### src/rtl/hazard_ctrl_pkg.sv
// Shared definitions for the pipeline hazard/sequencing controller.
package hazard_ctrl_pkg;

    localparam int REG_AW = 5;

    localparam logic [5:0] OP_BEQ = 6'b000100;
    localparam logic [5:0] OP_BNE = 6'b000101;

    // RUN: normal issue, HAZ: multi-cycle hazard hold,
    // DWAIT: D-cache miss freeze, IWAIT: I-cache miss bubbling.
    typedef enum logic [1:0] {
        ST_RUN   = 2'd0,
        ST_HAZ   = 2'd1,
        ST_DWAIT = 2'd2,
        ST_IWAIT = 2'd3
    } state_t;

    // Remaining hold cycles; the worst hazard needs 2 cycles.
    typedef logic [1:0] hold_t;

    // One bundle of pipeline controls so each output set is a single constant.
    typedef struct packed {
        logic pc_write;
        logic ifid_write;
        logic ifid_flush;
        logic stall;
        logic idex_write;
        logic exmem_write;
    } ctrl_t;

    localparam ctrl_t CTRL_RESET  = '{pc_write: 1'b0, ifid_write: 1'b0, ifid_flush: 1'b0,
                                      stall: 1'b1, idex_write: 1'b0, exmem_write: 1'b0};
    localparam ctrl_t CTRL_NORMAL = '{pc_write: 1'b1, ifid_write: 1'b1, ifid_flush: 1'b0,
                                      stall: 1'b0, idex_write: 1'b1, exmem_write: 1'b1};
    localparam ctrl_t CTRL_HOLD   = '{pc_write: 1'b0, ifid_write: 1'b0, ifid_flush: 1'b0,
                                      stall: 1'b1, idex_write: 1'b1, exmem_write: 1'b1};
    localparam ctrl_t CTRL_FREEZE = '{pc_write: 1'b0, ifid_write: 1'b0, ifid_flush: 1'b0,
                                      stall: 1'b0, idex_write: 1'b0, exmem_write: 1'b0};
    localparam ctrl_t CTRL_IWAIT  = '{pc_write: 1'b0, ifid_write: 1'b1, ifid_flush: 1'b1,
                                      stall: 1'b0, idex_write: 1'b1, exmem_write: 1'b1};

    // Larger of two hold requirements.
    function automatic hold_t need_max(input hold_t a, input hold_t b);
        return (a > b) ? a : b;
    endfunction

endpackage

### src/rtl/hazard_ctrl_if.sv
// Signal bundle between the pipeline datapath and the hazard controller.
// ICACHE_stall / DCACHE_stall are "not ready" flags: while one is high the
// corresponding access has not completed and the pipe must not consume it;
// the cycle it drops, the access result is valid and the pipe moves on.
interface hazard_ctrl_if #(
    parameter int REG_AW = hazard_ctrl_pkg::REG_AW,
    parameter int CNT_W  = 16
);
    import hazard_ctrl_pkg::*;

    logic [5:0]        ID_Opcode;
    logic [REG_AW-1:0] ID_Rs;
    logic [REG_AW-1:0] ID_Rt;
    logic              ID_UsesRt;
    logic              EX_MemRead;
    logic              EX_RegWrite;
    logic [REG_AW-1:0] EX_WriteReg;
    logic              MEM_MemRead;
    logic [REG_AW-1:0] MEM_WriteReg;
    logic              branch_taken;
    logic              Jump;
    logic              ICACHE_stall;
    logic              DCACHE_stall;

    logic              PC_write;
    logic              IFID_write;
    logic              IFID_flush;
    logic              stall;
    logic              IDEX_write;
    logic              EXMEM_write;
    logic [CNT_W-1:0]  stall_cycles;
    logic [CNT_W-1:0]  flush_count;

    state_t            dbg_state;
    hold_t             dbg_hold_cnt;

    modport master (
        output ID_Opcode, ID_Rs, ID_Rt, ID_UsesRt, EX_MemRead, EX_RegWrite,
               EX_WriteReg, MEM_MemRead, MEM_WriteReg, branch_taken, Jump,
               ICACHE_stall, DCACHE_stall,
        input  PC_write, IFID_write, IFID_flush, stall, IDEX_write, EXMEM_write,
               stall_cycles, flush_count, dbg_state, dbg_hold_cnt
    );

    modport slave (
        input  ID_Opcode, ID_Rs, ID_Rt, ID_UsesRt, EX_MemRead, EX_RegWrite,
               EX_WriteReg, MEM_MemRead, MEM_WriteReg, branch_taken, Jump,
               ICACHE_stall, DCACHE_stall,
        output PC_write, IFID_write, IFID_flush, stall, IDEX_write, EXMEM_write,
               stall_cycles, flush_count, dbg_state, dbg_hold_cnt
    );

endinterface

### src/rtl/hazard_ctrl_sat_counter.sv
// Up-counter that sticks at all-ones instead of wrapping.
module sat_counter #(
    parameter int CNT_W = 16
) (
    input  logic             clk,
    input  logic             rst,
    input  logic             inc,
    output logic [CNT_W-1:0] q
);

    logic [CNT_W-1:0] r_q;

    // Count enabled cycles, holding once the maximum is reached.
    always_ff @(posedge clk or negedge rst) begin
        if (!rst) begin
            r_q <= '0;
        end else if (inc && (r_q != '1)) begin
            r_q <= r_q + 1'b1;
        end
    end

    assign q = r_q;

endmodule

### src/rtl/hazard_ctrl.sv
// Pipeline sequencing controller: load-use / branch-operand hazard holds,
// cache-miss freeze and bubbling, control-transfer flush, perf counters.
module hazard_ctrl #(
    parameter int REG_AW = hazard_ctrl_pkg::REG_AW,
    parameter int CNT_W  = 16
) (
    input  logic          clk,
    input  logic          rst,
    hazard_ctrl_if.slave  hz
);
    import hazard_ctrl_pkg::*;

    state_t r_state;
    hold_t  r_hold_cnt;

    logic   w_is_br;
    logic   w_ex_rs;
    logic   w_ex_rt;
    logic   w_mem_rs;
    logic   w_mem_rt;
    hold_t  w_need_lu;
    hold_t  w_need_br;
    hold_t  w_need;
    state_t w_eff;
    state_t w_next;
    hold_t  w_hold_next;
    ctrl_t  w_ctrl;
    ctrl_t  w_out;

    // Register 0 is hard-wired, so a write to it never creates a dependency.
    assign w_is_br  = (hz.ID_Opcode == OP_BEQ) || (hz.ID_Opcode == OP_BNE);
    assign w_ex_rs  = (hz.EX_WriteReg  != {REG_AW{1'b0}}) && (hz.EX_WriteReg  == hz.ID_Rs);
    assign w_ex_rt  = (hz.EX_WriteReg  != {REG_AW{1'b0}}) && (hz.EX_WriteReg  == hz.ID_Rt);
    assign w_mem_rs = (hz.MEM_WriteReg != {REG_AW{1'b0}}) && (hz.MEM_WriteReg == hz.ID_Rs);
    assign w_mem_rt = (hz.MEM_WriteReg != {REG_AW{1'b0}}) && (hz.MEM_WriteReg == hz.ID_Rt);

    // Hold cycles required by the instruction sitting in ID.
    always_comb begin
        w_need_lu = 2'd0;
        w_need_br = 2'd0;
        if (hz.EX_MemRead && (w_ex_rs || (w_ex_rt && hz.ID_UsesRt))) begin
            w_need_lu = 2'd1;
        end
        // Branches compare in ID, so they also wait for ALU results and MEM loads.
        if (w_is_br) begin
            if (hz.EX_MemRead && (w_ex_rs || w_ex_rt)) begin
                w_need_br = 2'd2;
            end else if ((hz.EX_RegWrite && (w_ex_rs || w_ex_rt)) ||
                         (hz.MEM_MemRead && (w_mem_rs || w_mem_rt))) begin
                w_need_br = 2'd1;
            end
        end
        w_need = need_max(w_need_lu, w_need_br);
    end

    // A wait state whose stall has just dropped behaves as the state it
    // resumes into, so the pipe restarts in the same cycle the cache is ready.
    always_comb begin
        w_eff = r_state;
        if ((r_state == ST_DWAIT) && !hz.DCACHE_stall) begin
            w_eff = (r_hold_cnt != 2'd0) ? ST_HAZ : ST_RUN;
        end else if ((r_state == ST_IWAIT) && !hz.ICACHE_stall) begin
            w_eff = ST_RUN;
        end
    end

    // Next state and the output set for this cycle. Outputs depend on the
    // current inputs because a hazard must hold the pipe in the cycle it appears.
    always_comb begin
        w_ctrl      = CTRL_NORMAL;
        w_next      = ST_RUN;
        w_hold_next = r_hold_cnt;
        if (hz.DCACHE_stall) begin
            w_ctrl = CTRL_FREEZE;
            w_next = ST_DWAIT;
        end else begin
            case (w_eff)
                ST_HAZ: begin
                    w_ctrl      = CTRL_HOLD;
                    w_hold_next = r_hold_cnt - 2'd1;
                    w_next      = (r_hold_cnt > 2'd1) ? ST_HAZ : ST_RUN;
                end
                ST_IWAIT: begin
                    w_ctrl = CTRL_IWAIT;
                    w_next = ST_IWAIT;
                end
                default: begin
                    if (w_need != 2'd0) begin
                        w_ctrl      = CTRL_HOLD;
                        w_hold_next = w_need - 2'd1;
                        w_next      = (w_need > 2'd1) ? ST_HAZ : ST_RUN;
                    end else if (hz.ICACHE_stall) begin
                        // IWAIT set already flushes IF/ID, covering a taken branch too.
                        w_ctrl = CTRL_IWAIT;
                        w_next = ST_IWAIT;
                    end else begin
                        w_ctrl            = CTRL_NORMAL;
                        w_ctrl.ifid_flush = hz.branch_taken || hz.Jump;
                    end
                end
            endcase
        end
    end

    // Reset overrides the decoded controls immediately, not at the next edge.
    assign w_out = rst ? w_ctrl : CTRL_RESET;

    // Sequencing state: current mode and outstanding hold cycles.
    always_ff @(posedge clk or negedge rst) begin
        if (!rst) begin
            r_state    <= ST_RUN;
            r_hold_cnt <= 2'd0;
        end else begin
            r_state    <= w_next;
            r_hold_cnt <= w_hold_next;
        end
    end

    assign hz.PC_write     = w_out.pc_write;
    assign hz.IFID_write   = w_out.ifid_write;
    assign hz.IFID_flush   = w_out.ifid_flush;
    assign hz.stall        = w_out.stall;
    assign hz.IDEX_write   = w_out.idex_write;
    assign hz.EXMEM_write  = w_out.exmem_write;
    assign hz.dbg_state    = r_state;
    assign hz.dbg_hold_cnt = r_hold_cnt;

    sat_counter #(.CNT_W(CNT_W)) u_stall_cnt (
        .clk (clk),
        .rst (rst),
        .inc (!w_out.pc_write),
        .q   (hz.stall_cycles)
    );

    sat_counter #(.CNT_W(CNT_W)) u_flush_cnt (
        .clk (clk),
        .rst (rst),
        .inc (w_out.ifid_flush),
        .q   (hz.flush_count)
    );

endmodule

### src/flat_wrapper.sv
// flat-port wrapper written by rule: the top's interface ports become plain ports
module hazard_ctrl_flat import hazard_ctrl_pkg::*;
#(
    parameter int REG_AW = hazard_ctrl_pkg::REG_AW,
    parameter int CNT_W  = 16
)
  (clk, rst, hz_ID_Opcode, hz_ID_Rs, hz_ID_Rt, hz_ID_UsesRt, hz_EX_MemRead, hz_EX_RegWrite, hz_EX_WriteReg, hz_MEM_MemRead, hz_MEM_WriteReg, hz_branch_taken, hz_Jump, hz_ICACHE_stall, hz_DCACHE_stall, hz_PC_write, hz_IFID_write, hz_IFID_flush, hz_stall, hz_IDEX_write, hz_EXMEM_write, hz_stall_cycles, hz_flush_count, hz_dbg_state, hz_dbg_hold_cnt);
  hazard_ctrl_if #(.REG_AW(REG_AW), .CNT_W(CNT_W)) hz_i ();
  input  logic clk;
  input  logic rst;
  input wire logic [$bits(hz_i.ID_Opcode)-1:0] hz_ID_Opcode;
  input wire logic [$bits(hz_i.ID_Rs)-1:0] hz_ID_Rs;
  input wire logic [$bits(hz_i.ID_Rt)-1:0] hz_ID_Rt;
  input wire logic [$bits(hz_i.ID_UsesRt)-1:0] hz_ID_UsesRt;
  input wire logic [$bits(hz_i.EX_MemRead)-1:0] hz_EX_MemRead;
  input wire logic [$bits(hz_i.EX_RegWrite)-1:0] hz_EX_RegWrite;
  input wire logic [$bits(hz_i.EX_WriteReg)-1:0] hz_EX_WriteReg;
  input wire logic [$bits(hz_i.MEM_MemRead)-1:0] hz_MEM_MemRead;
  input wire logic [$bits(hz_i.MEM_WriteReg)-1:0] hz_MEM_WriteReg;
  input wire logic [$bits(hz_i.branch_taken)-1:0] hz_branch_taken;
  input wire logic [$bits(hz_i.Jump)-1:0] hz_Jump;
  input wire logic [$bits(hz_i.ICACHE_stall)-1:0] hz_ICACHE_stall;
  input wire logic [$bits(hz_i.DCACHE_stall)-1:0] hz_DCACHE_stall;
  output wire logic [$bits(hz_i.PC_write)-1:0] hz_PC_write;
  output wire logic [$bits(hz_i.IFID_write)-1:0] hz_IFID_write;
  output wire logic [$bits(hz_i.IFID_flush)-1:0] hz_IFID_flush;
  output wire logic [$bits(hz_i.stall)-1:0] hz_stall;
  output wire logic [$bits(hz_i.IDEX_write)-1:0] hz_IDEX_write;
  output wire logic [$bits(hz_i.EXMEM_write)-1:0] hz_EXMEM_write;
  output wire logic [$bits(hz_i.stall_cycles)-1:0] hz_stall_cycles;
  output wire logic [$bits(hz_i.flush_count)-1:0] hz_flush_count;
  output wire logic [$bits(hz_i.dbg_state)-1:0] hz_dbg_state;
  output wire logic [$bits(hz_i.dbg_hold_cnt)-1:0] hz_dbg_hold_cnt;
  assign hz_i.ID_Opcode = hz_ID_Opcode;
  assign hz_i.ID_Rs = hz_ID_Rs;
  assign hz_i.ID_Rt = hz_ID_Rt;
  assign hz_i.ID_UsesRt = hz_ID_UsesRt;
  assign hz_i.EX_MemRead = hz_EX_MemRead;
  assign hz_i.EX_RegWrite = hz_EX_RegWrite;
  assign hz_i.EX_WriteReg = hz_EX_WriteReg;
  assign hz_i.MEM_MemRead = hz_MEM_MemRead;
  assign hz_i.MEM_WriteReg = hz_MEM_WriteReg;
  assign hz_i.branch_taken = hz_branch_taken;
  assign hz_i.Jump = hz_Jump;
  assign hz_i.ICACHE_stall = hz_ICACHE_stall;
  assign hz_i.DCACHE_stall = hz_DCACHE_stall;
  assign hz_PC_write = hz_i.PC_write;
  assign hz_IFID_write = hz_i.IFID_write;
  assign hz_IFID_flush = hz_i.IFID_flush;
  assign hz_stall = hz_i.stall;
  assign hz_IDEX_write = hz_i.IDEX_write;
  assign hz_EXMEM_write = hz_i.EXMEM_write;
  assign hz_stall_cycles = hz_i.stall_cycles;
  assign hz_flush_count = hz_i.flush_count;
  assign hz_dbg_state = hz_i.dbg_state;
  assign hz_dbg_hold_cnt = hz_i.dbg_hold_cnt;
  hazard_ctrl #(.REG_AW(REG_AW), .CNT_W(CNT_W)) u_core (.clk(clk), .rst(rst), .hz(hz_i));
endmodule
### config.mk
export PLATFORM = sky130hd
export DESIGN_NAME = hazard_ctrl_flat
export DESIGN_NICKNAME = d
export VERILOG_FILES = /design/src/rtl/hazard_ctrl_pkg.sv /design/src/rtl/hazard_ctrl_if.sv /design/src/rtl/hazard_ctrl_sat_counter.sv /design/src/rtl/hazard_ctrl.sv /design/src/flat_wrapper.sv
export SDC_FILE = /design/constraint.sdc
export NUM_CORES = 1
export LEC_CHECK = 0
export ABC_AREA = 1
export CAP_MARGIN = 0
export CORE_MARGIN = 5
export CORE_UTILIZATION = 64
export DETAILED_ROUTE_END_ITERATION = 6
export DONT_BUFFER_PORTS = 1
export GPL_ROUTABILITY_DRIVEN = 0
export PLACE_DENSITY = 0.84
export SYNTH_ARGS = -nofsm -noshare
export SYNTH_HDL_FRONTEND = slang
export SYNTH_SLANG_ARGS = --single-unit
### constraint.sdc
create_clock -name clk -period 4.4 [get_ports clk]
set_input_delay 1.1 -clock clk [delete_from_list [all_inputs] [get_ports clk]]
set_output_delay 1.1 -clock clk [all_outputs]
set_load 0.01 [all_outputs]
==> results.yml, run 1 <==
floorplanning:
  row_count: 22
  coreArea_mm2: 0.003744
  die_h_um: 72.73
  start_util: 0.6728
  ioPinCount: 78
  dieWidth_um: 72.73
  fp.dieArea_mm2: 0.005290
synth:
  yosys.cell_types.count: 32
  synth_xor_area_frac: 0.1699
  synthMuxAreaShare: 0
  ys_warn_count: 0
  synthAdderAreaFrac: 0.02981
  async_flop_share: 1.000
  synth_simple_gate_area_frac: 0.3244
  yosysSeqAreaShare: 0.3577
  syn_area_per_cell_um2: 7.609
  synth-edff-count: 0
  synth_flop_cell: "dfrtp_1"
  synth_cells: 331
  ys_seq_elements: 36
  syn-num-nets: 373
  synth_compound_area_frac: 0.03626
  synth_top_family_by_area: "simple AND/OR/NAND/NOR gates"
  synth.cell_area_mm2: 0.002519
detailed_routing:
  drtIter0Drc: 166
  first_pass_iters: 4
  drc: 0
  num_vias: 2074
  wirelength_mm: 5.282
  wl_per_cell_um: 13.72
  ant_nets: 0
  via_per_inst: 5.387
timing:
  fin_crit_sh: 0.9582
  worstMarginPinSlew_ns: 0.5685
  fin_crit_ns: 4.216
  slew_violations: 0
  skew_ns: 0.007177
  hold_viol: 0
  setup_viol_count_final: 0
  max_slew_margin: 0.6196
  fmax_ghz: 0.2372
worst_setup_path:
  crit_type: "input pin to output pin"
  worstPathArrival_ns: 3.12
  cp-start-kind: "input pin"
  ff2ff_path_depth: 11
  crit_required_ns: 3.30
  endpoint_kind: "output pin"
  crit_path_max_fanout: 3
clock_network:
  cts_hold_buffers: 0
  cts.clk_slew.worst_paths_ns: 0.07
  h-tree-depth: 2
  cts_root_buf: "clkbuf_8"
  worstSkewPairLatency_ns: 0.29
  numCtsBuffers: 5
  cts_tree: "yes"
  clock_sinks: 36
  clk_path_buf_depth: 2
placement:
  numPortBuffers: 0
  dp_hpwl_mm: 4.122
  dp_cells: 377
worst_hold_path:
  min_path_type: "input pin to async pin"
grt:
  globalRouteMet2Util: 0.3587
  overflow: 0
  antenna_found_initial: 0
  grt_pass1_wl_mm: 9.149
  grt_pass1_vias: 2167
  grt.met1_usage: 0.2627
  grt.met3_usage: 0.06749
  grt_use_total: 0.2145
  top_usage_layer: "met2"
  grt_max_degree: 39
power:
  peakVddDrop_v: 0.0002327
  p_leak_nw: 1.311
  p_per_area_mw_per_mm2: 434.8
  total_power_mw: 1.166
finish:
  fin_util: 0.7166
  drive_gt1_frac: 0.1098
  nNetsFinal: 379
  multi_input_area_mm2: 0.001434
  area_delta_synth_final_pct: 6.508
  ff_latch_area_um2: 900.9
  fin_cells: 385
  antenna_cells: 0
  fillers: 288
status:
  status: "finished clean"
run:
  maxCapViolations: 0
==> state kept, by name, indices dropped and copies added (netlist names) <==
register / count
u_core.u_stall_cnt.q: 16
u_core.u_flush_cnt.q: 16
u_core.hz.dbg_hold_cnt: 2
u_core.hz.dbg_state: 2
==> path summary, 6_finish.rpt <==
check | endpoint | slack (ns) | from
worst min register to register | u_core.u_stall_cnt.q[4]$_DFFE_PN0P_ | 0.58 | u_core.u_stall_cnt.q[4]$_DFFE_PN0P_
worst max-delay path | hz_stall | 0.18 | hz_EX_WriteReg[0]
max in group asynchronous | u_core.u_flush_cnt.q[13]$_DFFE_PN0P_ | 3.82 | rst
min in group clk | u_core.u_stall_cnt.q[4]$_DFFE_PN0P_ | 0.58 | u_core.u_stall_cnt.q[4]$_DFFE_PN0P_
worst max register to register | u_core.u_flush_cnt.q[10]$_DFFE_PN0P_ | 2.27 | u_core.hz.dbg_hold_cnt[0]$_DFFE_PN0P_
worst min-delay path | u_core.hz.dbg_hold_cnt[1]$_DFFE_PN0P_ | 0.50 | rst
==> report_power, final <==
group | internal [mW] | total (mW) | switching (mW) | leakage (nW)
Combinational | 0.135 | 0.343 | 0.208 | 0.804
Clock | 0.139 | 0.250 | 0.111 | 0.0503
Sequential | 0.416 | 0.574 | 0.158 | 0.457
==> timing repair <==
| item | 4_1_cts | 5_1_grt |
|---|---|---|
| buffers inserted | 0 | 1 |
| resized for setup | 0 | 9 |
| setup endpoints to repair | 0 | 4 |
==> cells in the final DEF, fill, tap and decap left out, types with 2 or more instances in the layout <==
master,synthesis,layout
dfrtp_1,36,36
xor2_1,28,28
nand2_1,81,77
nor2_1,37,35
clkbuf_8,0,7
inv_1,43,41
inv_2,4,6
ha_1,6,6
xnor2_1,19,18
nor2_4,2,2
xnor2_2,1,2
a31oi_1,2,2
nand4_1,6,6
nor2_2,1,3
nand2_2,3,7
nand3_1,25,25
nor4_1,2,2
nor3_2,3,3
o21ai_0,7,7
a21oi_1,4,4
buf_4,1,2
nor3_1,6,6
o21ai_1,3,3
==> cell usage after synthesis (2+ instances only) <==
cell type	number	area, um2
nor3_2	3	30.03
dfrtp_1	36	900.9
ha_1	6	75.07
inv_1	43	161.4
xnor2_1	19	166.4
a31oi_1	2	12.51
nand2_1	81	304.0
nor3_1	6	30.03
o21ai_0	7	35.03
nor2_4	2	22.52
buf_6	2	22.52
o21ai_1	3	15.01
nand4_1	6	37.54
a21oi_1	4	20.02
nand3_1	25	125.1
nor4_1	2	12.51
nor2_1	37	138.9
inv_2	4	15.01
nand2_2	3	18.77
xor2_1	28	245.2
==> stage by stage <==
step	setup slack [ns]	cell area, um2	hold WS [ns]	TNS [ns]
after detailed placement	0.1283	2556	0.5674	0
after global routing	-0.03444	2683	0.4987	-0.03444
after floorplan	0.3758	2519	0.5218	0
final	0.1838	2683	0.5015	0
after global placement	0.2113	2556	0.5397	0
after CTS	0.1071	2653	0.4968	0
==> worst max-delay path: stages <==
cell and delay [ns]:
xnor2_1 0.14, nand2_1 0.07, nor2_1 0.10, nand2_1 0.11, buf_4 0.15, a21oi_1 0.15, inv_1 0.06, ha_1 0.30
nor2_2 0.11, nand4_1 0.13, nand2_1 0.09, inv_1 0.04, ha_1 0.19, inv_2 0.08, nand2_2 0.07, nand2_1 0.07
nand2_2 0.08, nand2_2 0.08
==> per-layer routing <==
metal	share of wire	routed length, um
met1	0.42	2204
met2	0.48	2531
met5	0	0
met4	0.013	67
met3	0.091	479
==> area by class of cell <==
| class | count | area share |
|---|---|---|
| clock buffer | 7 | 0.03591 |
| timing repair buffer | 2 | 0.005597 |
| inverter | 47 | 0.06576 |
| multi-input combinational | 245 | 0.5345 |
| tap | 48 | 0.02239 |
| sequential | 36 | 0.3358 |
==> cells by family after synthesis <==
family	after synthesis
AOI/OAI and AO/OA	17
xor gates and xnor gates	48
adders and majority gates	6
buffers and inverters	50
DFF	36
and+or+nand+nor	174
Power figures use the tool's default switching activity.
==> inputs of run 2 (changes only) <==
--- a/config.mk
+++ b/config.mk
@@ -12,7 +12,7 @@
 export DETAILED_ROUTE_END_ITERATION = 6
 export DONT_BUFFER_PORTS = 1
 export GPL_ROUTABILITY_DRIVEN = 0
-export PLACE_DENSITY = 0.84
+export PLACE_DENSITY = 0.87
 export SYNTH_ARGS = -nofsm -noshare
 export SYNTH_HDL_FRONTEND = slang
 export SYNTH_SLANG_ARGS = --single-unit
==> run 2 against run 1 <==
Non-clock buffer count unchanged; utilization about the same; final area about the same; sequential share of layout area about the same; global-route usage increased by 0.93 points; flip-flop and latch count unchanged; maximum frequency increased by 0.71%.
==> results.yml, run 2 (synthesis results as in run 1) <==
status:
  status: "finished clean"
detailed_routing:
  num_vias: 2101
  first_pass_iters: 4
  ant_nets: 0
  wl_per_cell_um: 14.28
  drc: 0
  wirelength_mm: 5.514
  drtIter0Drc: 178
  via_per_inst: 5.443
floorplanning:
  start_util: 0.6728
  row_count: 22
  die_h_um: 72.73
  ioPinCount: 78
  fp.dieArea_mm2: 0.005290
  dieWidth_um: 72.73
  coreArea_mm2: 0.003744
clock_network:
  h-tree-depth: 2
  clk_path_buf_depth: 2
  cts.clk_slew.worst_paths_ns: 0.07
  worstSkewPairLatency_ns: 0.29
  clock_sinks: 36
  cts_tree: "yes"
  numCtsBuffers: 5
  cts_root_buf: "clkbuf_8"
timing:
  worstMarginPinSlew_ns: 0.6208
  setup_viol_count_final: 0
  setup_slack_ns: 0.2136
  fmax_ghz: 0.2389
  setup_tns_ns: 0
  fin_crit_ns: 4.186
  fin_hold_ws_ns: 0.4969
  skew_ns: 0.007885
  hold_viol: 0
  fin_crit_sh: 0.9514
  max_slew_margin: 0.5846
  slew_violations: 0
power:
  p_per_area_mw_per_mm2: 430.2
  total_power_mw: 1.154
  peakVddDrop_v: 0.0002179
  p_leak_nw: 1.305
finish:
  multi_input_area_mm2: 0.001441
  final_cell_mix: "nand2_1 (77), inv_1 (41), dfrtp_1 (36)"
  drive_gt1_frac: 0.1183
  final_common_cell: "nand2_1"
  nNetsFinal: 379
  antenna_cells: 0
  fillers: 266
  area_delta_synth_final_pct: 6.458
  fin_area_mm2: 0.002681
  ff_latch_area_um2: 900.9
grt:
  grt_pass1_vias: 2089
  overflow: 0
  grt_use_total: 0.2238
  antenna_found_initial: 0
  grt_max_degree: 39
  grt_pass1_wl_mm: 9.356
worst_setup_path:
  worstSetupPathDepth: 21
  crit_top_cell: "nand2_1"
  crit_buf_inv: 4
  cp-start-kind: "input pin"
  worstPathCellList: "nor2_1 > nand2_1 > nor2_1 > nor2_1 > nand2_1 > nand2_2 > nand2_1 > nand2_1 > nand2_1 > inv_1 > ha_1 > nor2_2 > inv_1 > nand3_1 > nand2_1 > inv_1 > ha_1 > inv_2 > nand2_2 > nand3_2 > nor2_4"
  endpoint_kind: "output pin"
  critical-path-max-stage-delay_ns: 0.27
  crit_required_ns: 3.30
  ff2ff_path_depth: 11
  crit_path_max_fanout: 3
  crit_type: "input pin to output pin"
  crit_family: "simple AND/OR/NAND/NOR gates"
  worstPathArrival_ns: 3.09
  slowest_stage: "ha_1"
placement:
  place_area_mm2: 0.002556
  dp_slack_ns: 0.1375
  dp_hpwl_mm: 4.285
  numPortBuffers: 0
run:
  maxCapViolations: 0
worst_hold_path:
  min_path_type: "input pin to async pin"
[run 2: area by class of cell]
cell class                      instances  area share
Inverter                               47     0.06580
Timing Repair Buffer                    2    0.005600
Tap cell                               48     0.02240
Clock inverter                          3    0.007000
Clock buffer                            5     0.02566
Sequential cell                        36      0.3360
Multi-Input combinational cell        245      0.5376
[run 2: power by group]
part	switching, mW	internal (mW)
Clock	0.121	0.110
Sequential	0.160	0.416
Combinational	0.213	0.135
[run 2: metal layers]
layer,part of all wire,GRT usage,vias up
met5,0,0,-
met4,0.018,0.08607,0
met3,0.076,0.08815,9
met2,0.50,0.3587,72
met1,0.41,0.2700,970
li1,-,-,1050
[run 2: repair_timing]
action / 4_1_cts / 5_1_grt
setup buffers: 0 / 1
setup endpoints to repair: 0 / 4
hold buffers: 0 / 0
gates resized for setup: 0 / 11
[run 2: worst paths after layout]
| check | slack [ns] | end | from |
|---|---|---|---|
| hold / removal | 0.50 | u_core.u_stall_cnt.q[9]$_DFFE_PN0P_ | rst |
| setup reg to reg | 2.14 | u_core.u_flush_cnt.q[10]$_DFFE_PN0P_ | u_core.hz.dbg_hold_cnt[0]$_DFFE_PN0P_ |
| min in group clk | 0.56 | u_core.u_stall_cnt.q[4]$_DFFE_PN0P_ | u_core.u_stall_cnt.q[4]$_DFFE_PN0P_ |
| max in group asynchronous | 3.82 | u_core.u_stall_cnt.q[11]$_DFFE_PN0P_ | rst |
| hold reg to reg | 0.56 | u_core.u_stall_cnt.q[4]$_DFFE_PN0P_ | u_core.u_stall_cnt.q[4]$_DFFE_PN0P_ |
| setup / recovery | 0.21 | hz_IFID_flush | hz_EX_WriteReg[1] |
[run 2: metrics by stage]
stage | util | instances
finish | 0.7162 | 386
global route | 0.7162 | 386
CTS | 0.7062 | 385
detailed placement | 0.6828 | 377
global placement | 0.6828 | 377
floorplan | - | 331
==> inputs of run 3 (changes only) <==
--- a/config.mk
+++ b/config.mk
@@ -5,14 +5,13 @@
 export SDC_FILE = /design/constraint.sdc
 export NUM_CORES = 1
 export LEC_CHECK = 0
-export ABC_AREA = 1
 export CAP_MARGIN = 0
 export CORE_MARGIN = 5
-export CORE_UTILIZATION = 64
+export CORE_UTILIZATION = 63
 export DETAILED_ROUTE_END_ITERATION = 6
 export DONT_BUFFER_PORTS = 1
 export GPL_ROUTABILITY_DRIVEN = 0
-export PLACE_DENSITY = 0.87
+export PLACE_DENSITY = 0.86
 export SYNTH_ARGS = -nofsm -noshare
 export SYNTH_HDL_FRONTEND = slang
 export SYNTH_SLANG_ARGS = --single-unit
==> run 3 against run 2 <==
The run now ends with negative setup slack left; via count is 22% lower; register-to-register slack lost 0.48 ns; non-clock buffer count grew 20; critical path depth fell by 9; count of clock-buffer cells in the layout increased by 1; synthesized cell count down 37%; clock skew up 0.00084 ns; first-iteration DRC count shrank 62%.
==> results.yml, run 3 <==
status:
  status: "finished, violations left"
  violations: "negative setup slack"
timing:
  fmax_ghz: 0.2116
  worstMarginPinSlew_ns: 0.6363
  skew_ns: 0.008722
  rsz0062_at_grt: "yes"
  hold_viol: 0
  slew_violations: 0
  fin_crit_ns: 4.726
  max_slew_margin: 0.5725
  setup_viol_count_final: 4
  setup_slack_ns: -0.3259
  fin_crit_sh: 1.074
worst_setup_path:
  slowest_stage: "or4_4"
  crit_family: "simple AND/OR/NAND/NOR gates"
  worstPathArrival_ns: 3.63
  cp-startpoint: "hz_MEM_WriteReg[0]"
  cp-start-kind: "input pin"
  critical-path-max-stage-delay_ns: 0.51
  crit_path_max_fanout: 4
  endpoint_kind: "output pin"
  crit_required_ns: 3.30
  r2r_slack_ns: 1.66
  worstPathCellList: "or4_4 > o221a_4 > o211a_1 > ha_1 > or2_4 > o2111a_1 > nor2_1 > ha_2 > a21oi_4 > nor3_4 > o311ai_2 > inv_1"
  crit_type: "input pin to output pin"
  crit_buf_inv: 1
  crit-reg2reg-launch: "u_core.hz.dbg_hold_cnt[0]$_DFFE_PN0P_"
floorplanning:
  dieWidth_um: 68.43
  die_h_um: 68.43
  ioPinCount: 78
  fp.dieArea_mm2: 0.004683
  coreArea_mm2: 0.003311
  start_util: 0.6497
  row_count: 21
placement:
  dp_slack_ns: -0.4035
  numPortBuffers: 0
  place_area_mm2: 0.002362
  dp_hpwl_mm: 3.551
clock_network:
  numCtsBuffers: 5
  cts_hold_buffers: 0
  clock_sinks: 36
  h-tree-depth: 2
  worstSkewPairLatency_ns: 0.32
  cts_root_buf: "clkbuf_4"
  cts_tree: "yes"
  clk_path_buf_depth: 2
  cts.clk_slew.worst_paths_ns: 0.10
finish:
  drive_gt1_frac: 0.2194
  antenna_cells: 0
  area_delta_synth_final_pct: 16.06
  nNetsFinal: 279
  fin_util: 0.7540
  final_common_cell: "dfrtp_1"
  fin_area_mm2: 0.002496
  final_cell_mix: "dfrtp_1 (36), xnor2_1 (31), buf_4 (22)"
grt:
  grt_max_degree: 39
  grt_pass1_wl_mm: 7.293
  grt_pass1_vias: 1664
  grt_use_total: 0.2090
  antenna_found_initial: 0
  overflow: 0
detailed_routing:
  drc: 0
  num_vias: 1648
  wl_per_cell_um: 16.32
  wirelength_mm: 4.618
  first_pass_iters: 4
  drtIter0Drc: 67
  ant_nets: 0
  via_per_inst: 5.823
synth:
  synth_most_common_cell: "dfrtp_1"
  synth-edff-count: 0
  async_flop_share: 1.000
  yosysSeqAreaShare: 0.4188
  yosysTopAreaCell: "dfrtp_1"
  synth.cell_area_mm2: 0.002151
  syn-num-nets: 251
  post_synth_main_area_contributors: "dfrtp_1 (42%), xnor2_1 (13%), xor2_1 (7.7%)"
  synth_cells: 209
  syn_area_per_cell_um2: 10.29
  ys_seq_elements: 36
  synth_flop_cell: "dfrtp_1"
  netlist.area_leader.share: 0.4188
  synth_commonest_cells: "dfrtp_1 (36), xnor2_1 (31), xor2_1 (19)"
  yosys.cell_types.count: 41
  ys_warn_count: 0
power:
  p_int_mw: 0.6014
  net-switching-power_mw: 0.3694
  p_clk_frac: 0.160
  switching_share: 0.3805
  p_seq_frac: 0.576
  peakVddDrop_v: 0.0003273
  total_power_mw: 0.9708
  p_per_area_mw_per_mm2: 388.9
  combPwrFrac: 0.264
  p_leak_nw: 1.066
run:
  maxCapViolations: 0
worst_hold_path:
  min_path_type: "input pin to async pin"
run 3: layer usage:
| metal | GRT usage | part of all wire |
|---|---|---|
| met1 | 0.2355 | 0.39 |
| met2 | 0.3468 | 0.50 |
| met3 | 0.09524 | 0.099 |
| met4 | 0.07196 | 0.011 |
| met5 | 0 | 0 |
run 3: path summary, 6_finish.rpt:
path	endpoint	cells after the start
min	u_core.u_stall_cnt.q[0]$_DFFE_PN0P_	0
max reg2reg	u_core.u_flush_cnt.q[14]$_DFFE_PN0P_	12
min in group clk	u_core.u_stall_cnt.q[10]$_DFFE_PN0P_	1
min reg2reg	u_core.u_stall_cnt.q[10]$_DFFE_PN0P_	1
max	hz_IFID_flush	12
max in group asynchronous	u_core.u_flush_cnt.q[8]$_DFFE_PN0P_	0
run 3: through the flow:
step | setup TNS [ns] | instances | hold slack, ns
after floorplan | -0.9077 | 209 | 0.5194
after global placement | -1.688 | 272 | 0.5432
after detailed placement | -2.873 | 272 | 0.5504
after CTS | -1.190 | 280 | 0.4375
after global routing | -1.649 | 283 | 0.4075
final | -1.072 | 283 | 0.4531
run 3: cells by family (layout without fill, tap and decap cells):
group                      count (synthesis)  in the layout  share of synthesized area
and+or+nand+nor                           86             86                     0.2187
buffers and inverters                      7             35                    0.01396
muxes                                      4              4                    0.02036
DFF                                       36             36                     0.4188
adders and majority gates                  6              6                    0.03490
xor gates and xnor gates                  50             50                     0.2036
AOI/OAI and AO/OA                         20             20                    0.08959
run 3: worst reg2reg max path: cells and delay by family, from the launching register on:
family / cells / cell delay (ns)
buf+inv: 5 / 0.70
compound gates: 3 / 0.50
fa+ha+maj: 1 / 0.23
simple gates: 2 / 0.56
flops: 1 / 0.47
xor+xnor: 1 / 0.17
run 3: final cells by class:
class	count	area, um2
Clock buffer	6	41.29
Tap cell	46	57.56
Inverter	6	22.52
Sequential cell	36	900.9
Fill cell	254	814.5
Clock inverter	1	5.005
Multi-Input combinational cell	166	1304
Timing Repair Buffer	22	165.2
run 3: power by group through the flow:
stage               clock network [mW]  registers [mW]  logic, mW
finish                           0.156           0.559      0.256
global route                     0.177           0.575      0.287
CTS                              0.165           0.560      0.253
detailed placement                   0           0.567      0.245
global placement                     0           0.562      0.233
floorplan                            0           0.535      0.192
run 3: what timing repair did:
action                                  4_1_cts  5_1_grt
hold endpoints to repair                      0        0
endpoints found under the setup margin        4        6
resized for setup                             4        6
pin swaps                                     7        8
setup buffers                                 1        3
